<file path="config.mk">
export PLATFORM = sky130hd
export DESIGN_NAME = difftest_step_ctrl
export DESIGN_NICKNAME = d
export VERILOG_FILES = /design/src/rtl/difftest_step_ctrl.sv
export SDC_FILE = /design/constraint.sdc
export NUM_CORES = 1
export LEC_CHECK = 0
export ABC_AREA = 1
export BUFFER_PORTS_ARGS = -buffer_cell sky130_fd_sc_hd__buf_4
export CAP_MARGIN = 20
export CORE_MARGIN = 3
export CORE_UTILIZATION = 59
export CTS_BUF_LIST = sky130_fd_sc_hd__clkbuf_16
export CTS_CLUSTER_SIZE = 20
export DETAILED_ROUTE_END_ITERATION = 8
export PLACE_DENSITY = 0.95
export SYNTH_ARGS = -nofsm -noshare
export SYNTH_HDL_FRONTEND = slang
export SYNTH_SLANG_ARGS = --single-unit
</file>
<file path="constraint.sdc">
create_clock -name clock -period 4.86 [get_ports clock]
set_input_delay 1.215 -clock clock [delete_from_list [all_inputs] [get_ports clock]]
set_output_delay 1.215 -clock clock [all_outputs]
set_load 0.01 [all_outputs]
</file>
<file path="src/rtl/difftest_step_ctrl.sv">
// Difftest step controller: batches per-core commit steps into host step requests,
// tracks cycle/instruction counts and latches a sticky termination reason.
module difftest_step_ctrl #(
    parameter int NUM_CORES    = 1,
    parameter int STEP_WIDTH   = 8,
    parameter int ACC_WIDTH    = 24,
    parameter int BATCH_STEPS  = 64,
    parameter int FLUSH_CYCLES = 256
) (
    input  logic                            clock,
    input  logic                            reset,
    input  logic [NUM_CORES*STEP_WIDTH-1:0] core_step,
    input  logic [63:0]                     cfg_max_cycles,
    input  logic [63:0]                     cfg_max_instrs,
    output logic                            req_valid,
    output logic [ACC_WIDTH-1:0]            req_step,
    input  logic                            req_ready,
    input  logic                            host_result_valid,
    input  logic [31:0]                     host_result_code,
    output logic                            init_pulse,
    output logic                            stall,
    output logic [63:0]                     cycle_count,
    output logic [63:0]                     instr_count,
    output logic                            done,
    output logic [1:0]                      exit_reason,
    output logic [31:0]                     exit_code
);

    localparam int SINCE_W = $clog2(FLUSH_CYCLES + 1);
    localparam int AW1     = ACC_WIDTH + 1;
    // Stall once one more worst-case cycle of commits could overflow acc.
    localparam logic [AW1-1:0] STALL_TH =
        {1'b0, {ACC_WIDTH{1'b1}}} - AW1'(NUM_CORES * (2**STEP_WIDTH - 1));

    typedef enum logic [1:0] {ST_INIT, ST_RUN, ST_DONE} state_t;
    state_t state, state_nxt;

    logic [NUM_CORES*STEP_WIDTH-1:0] step_d;
    logic [ACC_WIDTH-1:0]            acc, pend_step, step_sum;
    logic                            pend_valid;
    logic [SINCE_W-1:0]              since;
    logic run, fire, load, term_fail, term_instr, term_cycle, term;

    always_comb begin
        step_sum = '0;
        for (int i = 0; i < NUM_CORES; i++)
            step_sum = step_sum + ACC_WIDTH'(step_d[i*STEP_WIDTH +: STEP_WIDTH]);
    end

    assign run        = (state == ST_RUN);
    assign req_valid  = pend_valid & run;
    assign req_step   = pend_step;
    assign fire       = req_valid & req_ready;
    assign init_pulse = (state == ST_INIT) & ~reset;
    assign done       = (state == ST_DONE);
    assign stall      = {1'b0, acc} >= STALL_TH;

    // A fire frees the slot in the same cycle, so back-to-back requests are possible.
    assign load = run && (!pend_valid || fire) &&
                  (acc >= ACC_WIDTH'(BATCH_STEPS) ||
                   (acc != '0 && since >= SINCE_W'(FLUSH_CYCLES)));

    assign term_fail  = host_result_valid && (host_result_code != 32'd0);
    assign term_instr = (cfg_max_instrs != 64'd0) && (instr_count >= cfg_max_instrs);
    assign term_cycle = (cfg_max_cycles != 64'd0) && (cycle_count >= cfg_max_cycles);
    assign term       = run && (term_fail || term_instr || term_cycle);

    always_ff @(posedge clock) begin
        if (reset) state <= ST_INIT;
        else       state <= state_nxt;
    end

    always_comb begin
        state_nxt = state;
        case (state)
            ST_INIT: state_nxt = ST_RUN;
            ST_RUN:  if (term) state_nxt = ST_DONE;
            default: state_nxt = state;
        endcase
    end

    always_ff @(posedge clock) begin
        if (reset) begin
            step_d      <= '0;
            acc         <= '0;
            pend_step   <= '0;
            pend_valid  <= 1'b0;
            since       <= '0;
            cycle_count <= '0;
            instr_count <= '0;
            exit_reason <= 2'd0;
            exit_code   <= 32'd0;
        end else begin
            step_d <= core_step;
            // The terminating cycle is not counted, so the count freezes at the limit.
            if (state != ST_DONE && !term)
                cycle_count <= cycle_count + 64'd1;
            if (run) begin
                if (load) begin
                    pend_step  <= acc;
                    pend_valid <= 1'b1;
                    acc        <= step_sum;
                    since      <= '0;
                end else begin
                    acc <= acc + step_sum;
                    if (since < SINCE_W'(FLUSH_CYCLES))
                        since <= since + SINCE_W'(1);
                    if (fire)
                        pend_valid <= 1'b0;
                end
                if (fire)
                    instr_count <= instr_count + 64'(pend_step);
                if (term) begin
                    if (term_fail) begin
                        exit_reason <= 2'd1;
                        exit_code   <= host_result_code;
                    end else if (term_instr) begin
                        exit_reason <= 2'd2;
                        exit_code   <= 32'hFF;
                    end else begin
                        exit_reason <= 2'd3;
                        exit_code   <= 32'd0;
                    end
                end
            end
        end
    end

endmodule

</file>
==> flow_summary.toml <==
[outcome]
status = "finished clean"

[sta]
layout_setup_ws_ns = 0.8804
setup_tns_ns = 0
fmax_ghz = 0.2513
setup_viol = 0
slew_viol_final = 0
tightest_slew_ns = 0.9197
skew_ns = 0.02529
slew_headroom = 0.3812
rsz0062_at_grt = "false"
fin_crit_sh = 0.8188
finalCriticalPeriod_ns = 3.980
hold_violations = 0

[critical_path]
end_kind = "flop"
required_ns = 5.35
cp-startpoint = "cfg_max_instrs[0]"
cp_slowest_cell = "nor4_1"
arrival_ns = 4.47
critPathKind = "input port to flop"
timing.rr.start = "state[1]"
critPathLaunchType = "input port"
cp_max_fo = 91
critPathMaxStageDelay_ns = 0.76
path_cells = "buf_4 > nor4_1 > nand4_1 > nor2_1 > nand3_1 > a21oi_2 > nand2_4 > nand2_4 > buf_12 > nand3_1 > a21oi_2"

[die]
pin_count = 362
start_util = 0.6086
die_w_um = 176.7
rows = 61
die-area_mm2 = 0.03121
core_mm2 = 0.02824
die_y_um = 176.7

[global_route]
gr-total-overflow = 0
met3_usage = 0.07014
grt_max_degree = 92
grt_util_met2 = 0.6572
grt_pass1_wl_um = 95480
grt_usage = 0.3741
use_met1 = 0.4389
antenna_found_initial = 0
grt_pass1_vias = 18940
grt_busiest_layer = "met2"

[logic_synthesis]
yosysWarnings = 0
synth_nets = 2893
synth.top_cells.by_area = "dfxtp_1 (27%), ha_1 (12%), nand2_1 (9.5%)"
syn_inst = 2557
synth-edff-count = 0
synth.top_cell.area_share = 0.2679
async_flop_share = 0
netlist_top_cells_count = "nand2_1 (433), inv_1 (393), nor2_1 (260), dfxtp_1 (230), a21oi_1 (224)"
yosysSeqAreaShare = 0.2679
yosysMostFrequentCell = "nand2_1"
synth_area_per_cell_um2 = 6.721
synthesis.area_mm2 = 0.01719
synth_ff_type = "dfxtp_1"
synth_cell_type_count = 53
synth_top_area_cell = "dfxtp_1"
ys_seq_elements = 230

[placement]
io_buffers = 361
placed_cells = 3235
dp_slack_ns = 0.5809
hpwl_um = 47420
gp_congestion = 0.9939
placed_area_mm2 = 0.02008

[finish]
antenna_cells = 0
final_nets = 3222
final_area_mm2 = 0.02097
multi_input_area_mm2 = 0.01067
drive_above_1_share = 0.1906
fill_cells = 2245
final-instance-count-excl-fill = 3284
regArea_mm2 = 0.004604
area_delta_synth_final_pct = 22.01

[flow_run]
maxCapViolCount = 0

[pwr]
total_power_mw = 4.698
peakVddDrop_mv = 0.2492
p_per_area_mw_per_mm2 = 224.0
p_leak_nw = 9.857

[cts]
clk_pin_slew_ns = 0.06
clock_sinks = 230
cts-root-buf = "clkbuf_16"
hold_buffers = 0
cts-resized-gates = 0
cts_setup_buffers = 0
cts_tree = "yes"
clkLatencyLatePin_ns = 0.55
htree_levels = 1
cts_made_buffers = 26
clockBufferDepth = 3

[hold_path]
hold_start = "exit_code[30]"
hold_class = "flop to flop"

[drt]
first_pass_iters = 5
drc = 0
avgViaCountPerCell = 5.870
wirelength_um = 60560
vias = 19280
drt_iter0_markers = 1697
ant_nets = 0
wire_per_inst_um = 18.44
## layout by cell type, fill, tap and decap left out, types with 5 or more instances in the layout
cell       Yosys  final
nand2_1      433    433
inv_1        393    391
buf_4          3    370
nor2_1       260    260
dfxtp_1      230    230
a21oi_1      224    224
nand3_1      164    164
ha_1         162    162
o21ai_0      122    122
nand4_1       78     78
nor3_1        60     60
xor2_1        55     55
nor4_1        53     53
nand2_2       52     52
a21oi_2       51     51
xnor2_1       34     34
clkbuf_16      0     26
o21a_1        18     18
o21bai_1      17     17
inv_2         11     12
clkinv_2       0      9
o21ai_1        6      6
o211ai_1       6      6
a31oi_1        5      5
or2_2          5      5
o221ai_1       5      5
nor2_2         5      5
clkinv_1       0      5
## where the power goes
group / total [mW] / switching, mW / internal (mW)
sequential: 2.00 / 0.0608 / 1.94
combinational: 0.705 / 0.419 / 0.286
clock: 1.99 / 0.850 / 1.14
total: 4.70 / 1.33 / 3.37
## worst max-delay path, delay by kind of cell
family	cells	cell delay, ns
and+or+nand+nor	7	2.21
AOI/OAI and AO/OA	2	0.49
buffers and inverters	2	0.47
## routing by layer
metal	routed length (µm)	share of wire
met5	0	0
met1	22730	0.38
met2	29090	0.48
met3	5501	0.091
met4	3246	0.054
## registers in the layout, summed over array words and instances (netlist names)
name	cells
cycle_count	64
instr_count	64
exit_code	32
acc	24
req_step	24
since	9
step_d	8
exit_reason	2
state	2
pend_valid	1
## metrics by stage
stage / hold slack, ns / utilization
2_1_floorplan: 0.4465 / -
3_3_place_gp: 0.4506 / 0.7109
3_5_place_dp: 0.4585 / 0.7109
4_1_cts: 0.4667 / 0.7416
5_1_grt: 0.4873 / 0.7425
6_report: 0.4631 / 0.7425
## final cells by class
type / instances / area share
tap: 378 / 0.02256
sequential: 230 / 0.2196
multi-input combinational: 1851 / 0.5086
clock buffer: 26 / 0.03103
inverter: 404 / 0.07232
timing repair buffer: 373 / 0.1357
clock inverter: 22 / 0.01020
## logic make-up after synthesis
family                   count (synthesis)  synth area share
AO/OA/AOI/OAI                          466            0.1561
adder cells (fa/ha/maj)                164            0.1203
AND/OR/NAND/NOR                       1132            0.2989
flip-flops                             230            0.2679
XOR/XNOR                                89           0.04536
buffers and inverters                  476            0.1115
## final timing paths
kind / end / slack (ns) / cells after the start
worst max-delay path: cycle_count[9] / 0.88 / 11
worst min-delay path: exit_code[30] / 0.46 / 2
worst max register to register: acc[15] / 1.43 / 13
worst min register to register: exit_code[30] / 0.46 / 2
(Power assumes the default switching activity.)
